File: src/rtl/rv_multicycle_ctrl.sv
// Main control FSM of the multicycle RV32I core: sequences fetch/decode/execute/memory/writeback
// and drives Alu control, operand selects, memory requests and register-file writes.
module rv_multicycle_ctrl #(
  parameter int unsigned RESET_STATE = 0
) (
  input  logic       clk,
  input  logic       rst,
  input  logic [6:0] opcode_i,
  input  logic [2:0] funct3_i,
  input  logic       funct7_5_i,
  input  logic       alu_zero_i,
  input  logic       alu_lsb_i,
  input  logic       mem_ready_i,
  output logic [3:0] alu_control_o,
  output logic [1:0] alu_src_a_o,
  output logic [1:0] alu_src_b_o,
  output logic [2:0] imm_src_o,
  output logic [1:0] result_src_o,
  output logic       adr_src_o,
  output logic       mem_req_o,
  output logic       mem_we_o,
  output logic       ir_write_o,
  output logic       pc_write_o,
  output logic       reg_write_o,
  output logic       illegal_o
);

  localparam int unsigned StateW = 4;

  typedef enum logic [StateW-1:0] {
    S_FETCH, S_DECODE, S_MEMADR, S_MEMREAD, S_MEMWB, S_MEMWRITE, S_EXEC_R, S_EXEC_I,
    S_ALUWB, S_BRANCH, S_JAL, S_JALR, S_JALR_WB, S_LUI, S_AUIPC, S_TRAP
  } state_e;

  localparam state_e ResetSt = state_e'(StateW'(RESET_STATE));

  localparam logic [3:0] ALU_ADD = 4'd0, ALU_SUB = 4'd1, ALU_AND = 4'd2, ALU_OR = 4'd3,
                         ALU_SLT = 4'd4, ALU_XOR = 4'd5, ALU_SLL = 4'd6, ALU_SRL = 4'd7,
                         ALU_SRA = 4'd8, ALU_SLTU = 4'd9;
  localparam logic [1:0] SRCA_PC = 2'd0, SRCA_OLDPC = 2'd1, SRCA_RS1 = 2'd2;
  localparam logic [1:0] SRCB_RS2 = 2'd0, SRCB_IMM = 2'd1, SRCB_FOUR = 2'd2;
  localparam logic [2:0] IMM_I = 3'd0, IMM_S = 3'd1, IMM_B = 3'd2, IMM_U = 3'd4;
  localparam logic [1:0] RES_ALUOUT = 2'd0, RES_MEM = 2'd1, RES_ALU = 2'd2;
  localparam logic [6:0] OP_LOAD = 7'b0000011, OP_STORE = 7'b0100011, OP_R = 7'b0110011,
                         OP_I = 7'b0010011, OP_BRANCH = 7'b1100011, OP_JAL = 7'b1101111,
                         OP_JALR = 7'b1100111, OP_LUI = 7'b0110111, OP_AUIPC = 7'b0010111;

  state_e state_q, state_d;
  logic   illegal_q, illegal_d;
  logic   take;

  // funct3 -> Alu op; only register-register ops use funct7[5] to select SUB
  function automatic logic [3:0] funct_alu(input logic [2:0] f3, input logic f7, input logic is_r);
    case (f3)
      3'b000:  funct_alu = (is_r && f7) ? ALU_SUB : ALU_ADD;
      3'b001:  funct_alu = ALU_SLL;
      3'b010:  funct_alu = ALU_SLT;
      3'b011:  funct_alu = ALU_SLTU;
      3'b100:  funct_alu = ALU_XOR;
      3'b101:  funct_alu = f7 ? ALU_SRA : ALU_SRL;
      3'b110:  funct_alu = ALU_OR;
      default: funct_alu = ALU_AND;
    endcase
  endfunction

  always_comb begin
    state_d       = state_q;
    take          = 1'b0;
    alu_control_o = ALU_ADD;
    alu_src_a_o   = SRCA_PC;
    alu_src_b_o   = SRCB_RS2;
    imm_src_o     = IMM_I;
    result_src_o  = RES_ALUOUT;
    adr_src_o     = 1'b0;
    mem_req_o     = 1'b0;
    mem_we_o      = 1'b0;
    ir_write_o    = 1'b0;
    pc_write_o    = 1'b0;
    reg_write_o   = 1'b0;

    case (state_q)
      S_FETCH: begin
        mem_req_o    = 1'b1;
        alu_src_b_o  = SRCB_FOUR;
        result_src_o = RES_ALU;
        if (mem_ready_i) begin
          ir_write_o = 1'b1;
          pc_write_o = 1'b1;
          state_d    = S_DECODE;
        end
      end
      S_DECODE: begin
        // Branch target is precomputed here into alu_out
        alu_src_a_o = SRCA_OLDPC;
        alu_src_b_o = SRCB_IMM;
        imm_src_o   = IMM_B;
        case (opcode_i)
          OP_LOAD, OP_STORE: state_d = S_MEMADR;
          OP_R:              state_d = S_EXEC_R;
          OP_I:              state_d = S_EXEC_I;
          OP_BRANCH:         state_d = S_BRANCH;
          OP_JAL:            state_d = S_JAL;
          OP_JALR:           state_d = S_JALR;
          OP_LUI:            state_d = S_LUI;
          OP_AUIPC:          state_d = S_AUIPC;
          default:           state_d = S_TRAP;
        endcase
      end
      S_MEMADR: begin
        alu_src_a_o = SRCA_RS1;
        alu_src_b_o = SRCB_IMM;
        imm_src_o   = opcode_i[5] ? IMM_S : IMM_I;
        state_d     = opcode_i[5] ? S_MEMWRITE : S_MEMREAD;
      end
      S_MEMREAD: begin
        mem_req_o = 1'b1;
        adr_src_o = 1'b1;
        if (mem_ready_i) state_d = S_MEMWB;
      end
      S_MEMWB: begin
        result_src_o = RES_MEM;
        reg_write_o  = 1'b1;
        state_d      = S_FETCH;
      end
      S_MEMWRITE: begin
        mem_req_o = 1'b1;
        mem_we_o  = 1'b1;
        adr_src_o = 1'b1;
        if (mem_ready_i) state_d = S_FETCH;
      end
      S_EXEC_R: begin
        alu_src_a_o   = SRCA_RS1;
        alu_control_o = funct_alu(funct3_i, funct7_5_i, 1'b1);
        state_d       = S_ALUWB;
      end
      S_EXEC_I: begin
        alu_src_a_o   = SRCA_RS1;
        alu_src_b_o   = SRCB_IMM;
        alu_control_o = funct_alu(funct3_i, funct7_5_i, 1'b0);
        state_d       = S_ALUWB;
      end
      S_ALUWB: begin
        reg_write_o = 1'b1;
        state_d     = S_FETCH;
      end
      S_BRANCH: begin
        // funct3[0] inverts the sense of the condition (NE/GE/GEU)
        alu_src_a_o = SRCA_RS1;
        state_d     = S_FETCH;
        case (funct3_i)
          3'b000, 3'b001: begin alu_control_o = ALU_SUB;  take = alu_zero_i ^ funct3_i[0]; end
          3'b100, 3'b101: begin alu_control_o = ALU_SLT;  take = alu_lsb_i ^ funct3_i[0]; end
          3'b110, 3'b111: begin alu_control_o = ALU_SLTU; take = alu_lsb_i ^ funct3_i[0]; end
          default:        state_d = S_TRAP;
        endcase
        pc_write_o = take;
      end
      S_JAL: begin
        alu_src_a_o = SRCA_OLDPC;
        alu_src_b_o = SRCB_FOUR;
        pc_write_o  = 1'b1;
        state_d     = S_ALUWB;
      end
      S_JALR: begin
        alu_src_a_o = SRCA_RS1;
        alu_src_b_o = SRCB_IMM;
        state_d     = S_JALR_WB;
      end
      S_JALR_WB: begin
        // pc takes the target from alu_out while the Alu forms the link old_pc+4
        alu_src_a_o = SRCA_OLDPC;
        alu_src_b_o = SRCB_FOUR;
        pc_write_o  = 1'b1;
        state_d     = S_ALUWB;
      end
      S_LUI: begin
        alu_src_a_o = SRCA_RS1;
        alu_src_b_o = SRCB_IMM;
        imm_src_o   = IMM_U;
        state_d     = S_ALUWB;
      end
      S_AUIPC: begin
        alu_src_a_o = SRCA_OLDPC;
        alu_src_b_o = SRCB_IMM;
        imm_src_o   = IMM_U;
        state_d     = S_ALUWB;
      end
      S_TRAP:  state_d = S_TRAP;
      default: state_d = ResetSt;
    endcase

    // Reset silences every strobe immediately, aborting any pending request
    if (!rst) begin
      alu_control_o = ALU_ADD;
      alu_src_a_o   = '0;
      alu_src_b_o   = '0;
      imm_src_o     = '0;
      result_src_o  = '0;
      adr_src_o     = 1'b0;
      mem_req_o     = 1'b0;
      mem_we_o      = 1'b0;
      ir_write_o    = 1'b0;
      pc_write_o    = 1'b0;
      reg_write_o   = 1'b0;
    end

    illegal_d = illegal_q | (state_d == S_TRAP);
  end

  always_ff @(posedge clk or negedge rst) begin
    if (!rst) begin
      state_q   <= ResetSt;
      illegal_q <= 1'b0;
    end else begin
      state_q   <= state_d;
      illegal_q <= illegal_d;
    end
  end

  assign illegal_o = illegal_q;

endmodule

File: config.mk
export PLATFORM = sky130hd
export DESIGN_NAME = rv_multicycle_ctrl
export DESIGN_NICKNAME = d
export VERILOG_FILES = /design/src/rtl/rv_multicycle_ctrl.sv
export SDC_FILE = /design/constraint.sdc
export NUM_CORES = 1
export LEC_CHECK = 0
export ABC_AREA = 1
export CAP_MARGIN = 5
export CORE_MARGIN = 4
export CORE_UTILIZATION = 39
export DETAILED_ROUTE_END_ITERATION = 10
export HOLD_SLACK_MARGIN = 0.08
export MAX_ROUTING_LAYER = met4
export PLACE_DENSITY = 0.81
export SYNTH_ARGS = -nofsm -noshare
export SYNTH_HDL_FRONTEND = slang
export SYNTH_SLANG_ARGS = --single-unit
File: constraint.sdc
create_clock -name clk -period 1.66 [get_ports clk]
set_input_delay 0.415 -clock clk [delete_from_list [all_inputs] [get_ports clk]]
set_output_delay 0.415 -clock clk [all_outputs]
set_load 0.05 [all_outputs]
==> impl_results.md, run 1 <==
- Final HPWL DP: 3420 um
- Synth Register Bits: 5
- Simple-Gate Fraction of Synth Area: 0.514
- Synthesized area: 906 um2
- Status: stopped before the end
- Starting Density: 0.410
- # hold bufs at CTS: 0
- Portion of netlist area occupied by mux cells: 0
- Rows: 17
- Compound-Gate Fraction of Synth Area: 0.196
- Placed cell count: 268
- CTS Buffer Depth: 2
- Root buffer cell: clkbuf_4
- Port-buffer cells: 35
- Tool error: [ERROR DPL-0038] Utilization greater than 100%, impossible to legalize
- Synth Area in Adders: 0
- Post_cts resized: 76
- Die H: 56.2 um
- Last stage: clock tree synthesis (4_1_cts)
- Placer congestion estimate: 0.899
- Synth warn: 0
- Syn Nets: 183
- Avg Inst Size Synth: 5.42 um2
- Seq/Total Area, Yosys: 0.138
- Post-CTS setup buffers: 13
- CTS Buf Count: 3
- Synthesized instance count: 167
- DP Area: 0.00194 mm2
- Netlist cell types: 24
- Clock Sink Count: 5
- H-Tree Depth: 1
- Synth Area in XOR/XNOR: 0.00967
- I/O pin count: 36
- Largest family of logic cells by synthesized area: simple AND/OR/NAND/NOR gates
- Die width: 56.2 um
## through the flow
step                 util  hold WS, ns  setup WS (ns)
floorplan               -        0.119         -0.229
global placement    0.877        0.516         -0.552
detailed placement  0.877        0.533         -0.625
## synth_stat cells
cell | n | share of area
nor2_1 | 33 | 0.14
o211ai_1 | 2 | 0.017
nand3_1 | 15 | 0.083
xor2_1 | 1 | 0.0097
nor3_1 | 4 | 0.022
a31oi_1 | 3 | 0.021
nor2_4 | 4 | 0.050
clkbuf_1 | 1 | 0.0041
inv_1 | 27 | 0.11
nor3_2 | 1 | 0.011
o21ai_0 | 8 | 0.044
a31oi_4 | 1 | 0.023
dfrtp_1 | 5 | 0.14
nand2_4 | 2 | 0.025
nand4_1 | 1 | 0.0069
o21ai_1 | 2 | 0.011
nand2_1 | 30 | 0.12
nand2_2 | 5 | 0.035
nor4_1 | 1 | 0.0069
nor2_2 | 2 | 0.014
a21oi_1 | 11 | 0.061
buf_2 | 1 | 0.0055
inv_2 | 5 | 0.021
o21ai_2 | 2 | 0.019
## kinds of logic after synthesis
logic type	count (synthesis)
compound gates	29
simple gates	98
xor+xnor	1
buf+inv	34
flops	5
==> run 2: changes to the inputs <==
Settings changed: CORE_AREA set to 4 4 65 67, CORE_MARGIN 4 to not set, CORE_UTILIZATION 39 to not set, DIE_AREA set to 0 0 69 71, HOLD_SLACK_MARGIN 0.08 to not set, MAX_ROUTING_LAYER met4 to not set, PLACE_DENSITY 0.81 to not set, PLACE_DENSITY_LB_ADDON set to 0.15.
Clock period 1.66 ns to 2.2 ns, I/O delays scaled along.
==> impl_results.md, run 2 <==
- Synthesized instance count: 167 (unchanged)
- TritonCTS clock tree: done
- Fin worst setup slack: 0.00783 ns
- Root buffer cell: clkbuf_8
- Pwr per Cell Area: 190 mW/mm2
- Min Hold Slack: 0.395 ns
- Top Layer Used: met3
- Setup Skew: 0.00129 ns
- H-Tree Depth: 1 (unchanged)
- Commonest cells in the netlist: nor2_1 (33), nand2_1 (30), inv_1 (27)
- Area grow syn2layout: 106%
- NumNets Final: 244
- Met2 WL post-DR: 1790 um
- Dominant synthesized flop cell: dfrtp_1
- Pin count of the biggest net entering global routing: 15
- Seq/Total Area, Yosys: 0.138 (unchanged)
- Core area: 0.00363 mm2
- Worst Setup Path Type: reg2out
- Min cycle time layout: 2.19 ns
- Share of layout cells above drive strength 1: 0.441
- Worst-path maximum fanout: 3
- Number of global-route vias before repair: 1199
- GRT overflow: 0
- Design area: 0.00187 mm2
- Crit path arrival time: 1.64 ns
- Drt wl/cell: 11.0 um
- DP Area: 0.00163 mm2 (-16%)
- Power, Total: 0.355 mW
- Finish-stage setup viols: 0
- Setup TNS Final: 0 ns
- Status: finished clean
- RSZ-0062 raised after global routing: yes
- Peak supply drop: 0.152 mV
- Clock Sink Count: 5 (unchanged)
- CTS Buffer Depth: 2 (unchanged)
- Die Area: 0.00490 mm2
- Hold Crit Class: in2async
- Worst EP required: 1.65 ns
- Commonest non-fill, non-tap cell in the layout: nand2_1
- Largest Register: state_q
- Vias: 1235
- Period utilization: 0.996
- Layout Cells excl Fill: 275
- Max-Cap Viols: 0
- Clock-pin slew on the worst setup and hold paths: 0.03 ns
- Yosys top cell area share: 0.138 (unchanged)
- Final Slew Violations: 0
- Placed cell count: 262 (-2.2%)
- Slew @ Worst Pin: 0.490 ns
- Worst Setup End Kind: output port
- Met3 Wirelength: 90 um
- Final Util: 0.514
- Synth warn: 0 (unchanged)
- Area contributors post-synth: dfrtp_1 (14%), nor2_1 (14%), nand2_1 (12%)
- Top cell type by total area after synthesis: dfrtp_1
- Remaining antenna violation count after routing: 0
- Die H: 71 um (+26%)
- Drt via density: 4.49
- First-pass GRT wire length: 5010 um
- M1 WL: 1140 um
- Most frequent cells in the layout: nand2_1 (30), nor2_1 (24), inv_1 (23)
- I/O pin count: 36 (unchanged)
- Post-synth EDFFs: 0 (unchanged)
- Place WS: -0.308 ns (+0.316 ns)
- Drt total wl: 3020 um
- Final HPWL DP: 2450 um (-28%)
- Avg Inst Size Synth: 5.42 um2 (unchanged)
- Drt pass-1 iters: 4
- Synthesized area: 906 um2 (unchanged)
- Async S/R FF share, synth: 1.00 (unchanged)
- Max reg flops: 4
- Placer congestion estimate: 0.842 (-6.3%)
- Syn Nets: 183 (unchanged)
- Synth Register Bits: 5 (unchanged)
- Final Hold Fails: 0
- Max-slew headroom: 0.672
- Max Clock Freq: 0.456 GHz
- Starting Density: 0.249 (-0.160)
- Crit start category: register
- Leakage: 0.853 nW
- Ant diodes: 0
- All-Layer GR Usage: 0.118
- CTS Buf Count: 3 (unchanged)
- Rows: 22 (+5)
- Die width: 69 um (+23%)
- # DRC: 0
- Worst-Skew Late Latency: 0.22 ns
- First DRT Iteration DRCs: 21
- Netlist cell types: 24 (unchanged)
- Port-buffer cells: 35 (unchanged)
- Most numerous cell in the Yosys netlist: nor2_1
- Initial antenna violation count: 0
-- run 2: cell counts after synthesis --
No cell type changed its count.
-- run 2: final cells by class --
cell class | count | area, um2
clock buffer | 4 | 45.0
fill | 373 | 1770
inverter | 32 | 123
multi-input combinational | 128 | 788
sequential | 5 | 126
tap | 48 | 60.1
timing repair buffer | 58 | 724
-- run 2: critical path, stage by stage (launching register included) --
cell     delay (ns)
dfrtp_1        0.38
inv_2          0.08
nand2_4        0.05
nor2_4         0.15
inv_4          0.06
a31oi_4        0.16
o21ai_1        0.08
nand2_1        0.08
nand3_2        0.08
a21oi_4        0.15
buf_12         0.15
-- run 2: per-layer routing --
layer	up-vias	global-route usage
met2	23	0.237
met3	0	0.0142
li1	655	-
met1	557	0.132
met5	-	0
met4	0	0.0195
-- run 2: logic make-up after synthesis --
kind of cell / after synthesis / synth area share
compound gates: 29 / 0.196
flops: 5 / 0.138
buf+inv: 34 / 0.142
xor+xnor: 1 / 0.00967
simple gates: 98 / 0.514
-- run 2: final timing paths --
path                                            from                   end  slack, ns  depth (start not counted)
worst max-delay path            state_q[3]$_DFF_PN0_      alu_control_o[2]      0.008                         10
worst min-delay path                             rst   illegal_o$_DFF_PN0_       0.39                          3
worst max register to register  state_q[3]$_DFF_PN0_   illegal_o$_DFF_PN0_       0.53                         13
worst min register to register   illegal_o$_DFF_PN0_   illegal_o$_DFF_PN0_       0.46                          2
max in group asynchronous                        rst  state_q[0]$_DFF_PN0_       1.69                          3
min in group clk                 illegal_o$_DFF_PN0_   illegal_o$_DFF_PN0_       0.46                          2
-- run 2: power breakdown --
part / internal (mW) / switching, mW
clock network: 0.124 / 0.0400
logic: 0.0469 / 0.0512
registers: 0.0926 / 0
-- run 2: timing repair --
action / CTS / global route
resized for setup: 30 / 24
hold buffers: 0 / 0
endpoints found under the setup margin: 10 / 14
pin swaps: 10 / 12
setup buffers: 3 / 6
No activity file was read; power rests on OpenSTA's default activity.
